**src/rtl/serial_adder.sv**
```systemverilog
// Digit-serial adder/subtractor: one DIGIT-bit carry-chained slice, LSB digit first.
// N = WIDTH/DIGIT run cycles per operation; start/busy/done handshake.
module serial_adder #(
  parameter int unsigned WIDTH = 8,
  parameter int unsigned DIGIT = 1
) (
  input  logic             clk,
  input  logic             rst,
  input  logic             start,
  input  logic [WIDTH-1:0] Ai,
  input  logic [WIDTH-1:0] Bi,
  input  logic             Ci,
  input  logic             Sub,
  output logic             busy,
  output logic             done,
  output logic [WIDTH-1:0] So,
  output logic             Co,
  output logic             Ovf
);

  localparam int unsigned N    = WIDTH / DIGIT;
  localparam int unsigned CntW = (N > 1) ? $clog2(N) : 1;

  typedef logic [WIDTH-1:0] word_t;
  typedef logic [DIGIT:0]   slice_t;
  typedef logic [CntW-1:0]  cnt_t;

  typedef enum logic [1:0] {StIdle, StRun, StDone} state_e;

  state_e state_q, state_d;
  word_t  a_q, a_d, b_q, b_d, res_q, res_d, so_q, so_d;
  cnt_t   cnt_q, cnt_d;
  logic   c_q, c_d, co_q, co_d, ovf_q, ovf_d;
  logic   a_msb_q, a_msb_d, b_msb_q, b_msb_d;

  logic   accept, last;
  slice_t slice_sum;
  word_t  res_next, b_eff;

  assign accept = start && (state_q != StRun);
  assign last   = (cnt_q == cnt_t'(N - 1));
  assign b_eff  = Sub ? ~Bi : Bi;

  always_comb begin
    slice_sum = slice_t'(a_q[DIGIT-1:0]) + slice_t'(b_q[DIGIT-1:0]) + slice_t'(c_q);
    // New digit enters from the MSB side; after N shifts the word is aligned.
    res_next  = (res_q >> DIGIT) | (word_t'(slice_sum[DIGIT-1:0]) << (WIDTH - DIGIT));
  end

  // State register and datapath flops.
  always_ff @(posedge clk) begin
    if (rst) begin
      state_q <= StIdle;
      a_q     <= '0;
      b_q     <= '0;
      c_q     <= 1'b0;
      res_q   <= '0;
      cnt_q   <= '0;
      a_msb_q <= 1'b0;
      b_msb_q <= 1'b0;
      so_q    <= '0;
      co_q    <= 1'b0;
      ovf_q   <= 1'b0;
    end else begin
      state_q <= state_d;
      a_q     <= a_d;
      b_q     <= b_d;
      c_q     <= c_d;
      res_q   <= res_d;
      cnt_q   <= cnt_d;
      a_msb_q <= a_msb_d;
      b_msb_q <= b_msb_d;
      so_q    <= so_d;
      co_q    <= co_d;
      ovf_q   <= ovf_d;
    end
  end

  // Next-state logic.
  always_comb begin
    state_d = state_q;
    unique case (state_q)
      StIdle:  if (start) state_d = StRun;
      StRun:   if (last) state_d = StDone;
      StDone:  state_d = start ? StRun : StIdle;
      default: state_d = StIdle;
    endcase
  end

  // Datapath next-state.
  always_comb begin
    a_d     = a_q;
    b_d     = b_q;
    c_d     = c_q;
    res_d   = res_q;
    cnt_d   = cnt_q;
    a_msb_d = a_msb_q;
    b_msb_d = b_msb_q;
    so_d    = so_q;
    co_d    = co_q;
    ovf_d   = ovf_q;
    if (accept) begin
      a_d     = Ai;
      b_d     = b_eff;
      c_d     = Sub ? ~Ci : Ci;
      res_d   = '0;
      cnt_d   = '0;
      a_msb_d = Ai[WIDTH-1];
      b_msb_d = b_eff[WIDTH-1];
    end else if (state_q == StRun) begin
      a_d   = a_q >> DIGIT;
      b_d   = b_q >> DIGIT;
      c_d   = slice_sum[DIGIT];
      res_d = res_next;
      cnt_d = cnt_q + cnt_t'(1);
      if (last) begin
        so_d  = res_next;
        co_d  = slice_sum[DIGIT];
        ovf_d = (a_msb_q == b_msb_q) && (res_next[WIDTH-1] != a_msb_q);
      end
    end
  end

  // Outputs decode registered state only.
  always_comb begin
    busy = (state_q == StRun);
    done = (state_q == StDone);
    So   = so_q;
    Co   = co_q;
    Ovf  = ovf_q;
  end

endmodule

```
**config.mk**
```make
export PLATFORM = sky130hd
export DESIGN_NAME = serial_adder
export DESIGN_NICKNAME = d
export VERILOG_FILES = /design/src/rtl/serial_adder.sv
export SDC_FILE = /design/constraint.sdc
export NUM_CORES = 1
export LEC_CHECK = 0
export CORE_ASPECT_RATIO = 1.1
export CORE_UTILIZATION = 40
export DETAILED_ROUTE_END_ITERATION = 12
export PLACE_DENSITY = 0.74
export REMOVE_ABC_BUFFERS = 1
export SYNTH_ARGS = -nofsm -noshare
export SYNTH_HDL_FRONTEND = slang
export SYNTH_SLANG_ARGS = --single-unit
```
**constraint.sdc**
```tcl
create_clock -name clk -period 3.1 [get_ports clk]
set_input_delay 0.62 -clock clk [delete_from_list [all_inputs] [get_ports clk]]
set_output_delay 0.62 -clock clk [all_outputs]
set_load 0.03 [all_outputs]
```
* After elaboration in Yosys (flattened, before gate mapping)
Cells that the tools add are included.
** Cells by class
- Add/sub/neg operators :: 3
- Equality and inequality tests :: 8
- Mux-type cells :: 12
- Bitwise operators :: 4
- Reductions and logical operators :: 7
** Operators with widths (number)
- $mux W8 :: 5
- $not A8 Y8 :: 1
- $or A7 B8 Y8 :: 1
- $pmux W2 S3 :: 1
- $mux W1 :: 4
- $mux W2 :: 2
- $ne A2 B1 Y1 const B :: 2
- $add A3 B1 Y3 const B :: 1
- $eq A3 B3 Y1 const B :: 1
- $reduce_and A3 Y1 :: 1
- $add A1 B1 Y2 :: 1
- $add A2 B1 Y2 :: 1
- $eq A2 B1 Y1 const B :: 1
- $eq A2 B2 Y1 const B :: 1
- $logic_and A1 B1 Y1 :: 2
- $logic_not A2 Y1 :: 1
- $ne A2 B2 Y1 const B :: 1
- $not A1 Y1 :: 2
- $reduce_and A2 Y1 :: 1
- $reduce_bool A2 Y1 :: 1
- $reduce_or A2 Y1 :: 1
- $eq A1 B1 Y1 :: 1
- $ne A1 B1 Y1 :: 1
** Word-level totals
- Register bits :: 42
- Input port bits :: 21
- Output and inout bits :: 12

* Depth between registers and ports, before layout
- Depth in word-level cells :: 5
- Mapped depth :: 6
- Depth with buffers taken out :: 5

* Worst setup path before layout
OpenSTA, ideal clock, no wires.
- Path type :: register to register
- Start :: register a_q[0]
- End :: register ovf_q (netlist: Ovf)
- Setup time :: 0.133 ns
- Data arrival time :: 1.314 ns
- Path slack :: 1.653 ns
- Cell stages (with the launch flop) :: 5
- Clock period less this slack :: 1.447 ns
- Cell sequence :: dfxtp_1 -> fa_1 -> and3b_1 -> a211oi_1 -> nor3_1
** Between the ends
- Word-level cells in the longest chain between the ends :: 5
** RTL lines
- from (decl) :: RTL line 31 : word_t a_q, a_d, b_q, b_d, res_q, res_d, so_q, so_d;
- from (signal assigned) :: RTL line 54 : a_q <= '0;
- from (signal assigned) :: RTL line 66 : a_q <= a_d;
- $add A1 B1 Y2 :: RTL line 45 : slice_sum = slice_t'(a_q[DIGIT-1:0]) + slice_t'(b_q[DIGIT-1:0]) + slice_t'(c_q);
- $add A2 B1 Y2 :: RTL line 45
- $or A7 B8 Y8 :: RTL line 47 : res_next = (res_q >> DIGIT) | (word_t'(slice_sum[DIGIT-1:0]) << (WIDTH - DIGIT));
- via res_next[7] :: RTL line 38 : word_t res_next, b_eff;
- $ne A1 B1 Y1 :: RTL line 119 : ovf_d = (a_msb_q == b_msb_q) && (res_next[WIDTH-1] != a_msb_q);
- $logic_and A1 B1 Y1 :: RTL line 119
- to (signal assigned) :: RTL line 75 : ovf_q <= ovf_d;
- to (decl) :: RTL line 33 : logic c_q, c_d, co_q, co_d, ovf_q, ovf_d;
The timed path passes the listed nets, and every way through them passes these cells.
A chain may end at the register's enable or synchronous reset.

* Worst setup path after layout
- Start :: register state_q[0]
- End :: output port busy
** Between the ends
- Word-level cells in the longest chain between the ends :: 1
** RTL lines
- from (decl) :: RTL line 30 : state_e state_q, state_d;
- from (signal assigned) :: RTL line 53 : state_q <= StIdle;
- from (signal assigned) :: RTL line 65 : state_q <= state_d;
- $eq A2 B1 Y1 :: RTL line 126 : busy = (state_q == StRun);
- to (decl) :: RTL line 14 : output logic busy,
No other way between the ends.

==> results by group <==
Timing
  • # setup viols final: 0
  • Minimum period implied by the final worst setup slack: 2320 ps
  • Worst-Margin Slew: 542 ps
  • FMAX: 432 MHz
  • Setup TNS: 0 ps
  • Final setup margin: 785 ps
  • RSZ-0062 raised after global routing: false
  • Tcrit/Tclk final: 74.7%
  • Slew Limit Fails: 0
  • Final hold vios: 0
  • Final setup skew: 6.79 ps
  • Worst hold slack: 457 ps
  • Slew headroom: 63.9%

Run
  • MaxCap Viol Count: 0

Placed design
  • Post-DP HPWL: 2.18 mm
  • GP Congestion: 0.695
  • Port-buffer cells: 32
  • Setup WS pre-CTS: 914 ps

Clocking
  • Post-cts resize count: 0
  • H-tree depth: 2
  • Hold bufs inserted after CTS: 0
  • CTS clk-pin slew, worst paths: 80 ps
  • Clock sinks: 41
  • Deepest clock path buffer count: 2
  • Clock latency on the worst-skew pair: 290 ps
  • TritonCTS Buffers: 5
  • Post CTS Setup Buffer Count: 0
  • CTS root buf: clkbuf_8
  • TritonCTS clock tree: yes

Critical path
  • Worst-path fanout max: 29
  • WS Path Type: flip-flop to output port
  • Startpoint types: flip-flop
  • Critical path capture point type: output port
  • CP Data Required Time: 2480 ps
  • Data arrival time of the worst path: 1700 ps

Cells and area
  • Most frequent cells in the layout: dfxtp_1, nand2_1, clkdlybuf4s50_1
  • Layout cell share with drive strength beyond 1: 11.8%
  • # diodes: 0
  • Layout area overhead: 23.4%
  • Footprint of the multi-input gates: 880 sq um
  • Most common cell after layout, fill and taps aside: dfxtp_1
  • FILL cells: 416
  • Layout Nets: 252
  • Register area: 821 sq um

Yosys
  • Avg Inst Size Synth: 9.06 sq um
  • Synth Flop Type: dfxtp_1
  • Async SR Flop Fraction: 0%
  • Cell taking the most area after synthesis: dfxtp_1
  • Synth top area cells: dfxtp_1, nand2_1, a21oi_1
  • Cell area after synthesis: 1820 sq um
  • Syn. warnings: 0
  • Synth top area share: 45.1%
  • Netlist cell types: 29
  • Number of synthesized register bits: 41
  • Post-synth EDFFs: 0
  • Register area share after synthesis: 45.1%
  • Post-Synthesis Cells: 201

Die
  • Die Span X: 66.3 microns
  • Rows: 25
  • Die height: 72.8 microns
  • Starting Density: 41.9%
  • Total core area: 4350 sq um
  • Die area: 4830 sq um
  • Total I/O pin count: 33

Global routing
  • Global-route wire length before repair: 5.55 mm
  • Largest net degree at the start of global routing: 39
  • Vias in the first global route: 1252
  • GRT Total Usage: 14.9%
  • Total global routing overflow: 0
  • Antenna violations before repair: 0

Detailed routing
  • DRC: 0
  • Post-Route M1 WL: 1.62 mm
  • Routed length per instance: 11.7 microns
  • Via count: 1433
  • Avg Vias per Cell: 5.06
  • Detail Route Antenna Nets: 0
  • DR top layer: met4
  • Metal2 WL: 1.51 mm
  • Pre-antenna DRT Iters: 4
  • Met3 wire len: 149 microns
  • Initial DRC count: 38
  • WL final: 3.30 mm

Run status
  • Outcome: finished, final reports clean

Worst hold path
  • Hold Path Class: flip-flop to flip-flop

Pwr
  • PD cells: 510 nW/um^2
  • Lkg Pwr: 0.000831 uW
  • Worst VDD drop: 0.000303 V
-- power breakdown --
group          switching [uW]  internal [uW]  total (uW)
Combinational            79.5           73.1         153
Clock                     188            241         429
Sequential               14.4            551         566
-- cell usage after synthesis (all sizes together) (2+ instances only) --
master / n
clkbuf: 4
nand3: 9
nand2: 34
nor2: 21
nor3: 2
a21oi: 28
a211o: 8
ha: 2
inv: 2
mux2i: 9
buf: 13
dfxtp: 41
xnor2: 10
a211oi: 8
-- registers in the layout (all words and copies together) (netlist names) --
register / flops
Ovf: 1
res_q: 7
a_msb_q: 1
state_q: 2
b_msb_q: 1
b_q: 8
cnt_q: 3
a_q: 8
c_q: 1
Co: 1
So: 8
-- layer usage --
layer	GRT usage, %	up-vias
met5	0	-
met3	4.38	2
met2	24.5	42
li1	-	734
met1	19.0	655
met4	4.26	0
-- final timing paths --
| check | endpoint | slack, ps | from | cells after the start |
|---|---|---|---|---|
| worst max-delay path | busy | 780 | state_q[0] | 3 |
| worst min-delay path | So[0] | 460 | So[0] | 2 |
| worst max register to register | Ovf | 1430 | cnt_q[0] | 6 |
| worst min register to register | So[0] | 460 | So[0] | 2 |
-- final cells by class --
class / instances / area share (%)
Multi-Input combinational cell: 141 / 39.1
Tap cell: 54 / 3.01
Inverter: 2 / 0.334
Clock buffer: 5 / 3.06
Clock inverter: 3 / 2.06
Sequential cell: 41 / 36.5
Timing Repair Buffer: 37 / 15.9
-- logic make-up (layout without fill, tap and decap cells) --
logic type	Yosys count	count (layout)	synth area share, %
and+or+nand+nor	70	70	16.6
adders and majority gates	3	3	2.47
buffers and inverters	19	47	6.66
AOI/OAI and AO/OA	49	49	19.5
DFF	41	41	45.1
xor gates and xnor gates	10	10	4.81
muxes	9	9	4.95
-- worst max-delay path, cell delays in order (launching register included) --
cell             delay [ps]
dfxtp_1                 410
nand2b_4                220
inv_2                   110
clkdlybuf4s50_1         670
-- stage by stage --
step	total power, uW	instances	util (%)	area [sq um]
after floorplan	663	184	-	1710
after global placement	728	275	49.1	2130
after detailed placement	730	275	49.1	2130
after CTS	1160	283	51.7	2250
after global routing	1200	283	51.7	2250
final	1150	283	51.7	2250
(Power assumes the default switching activity.)
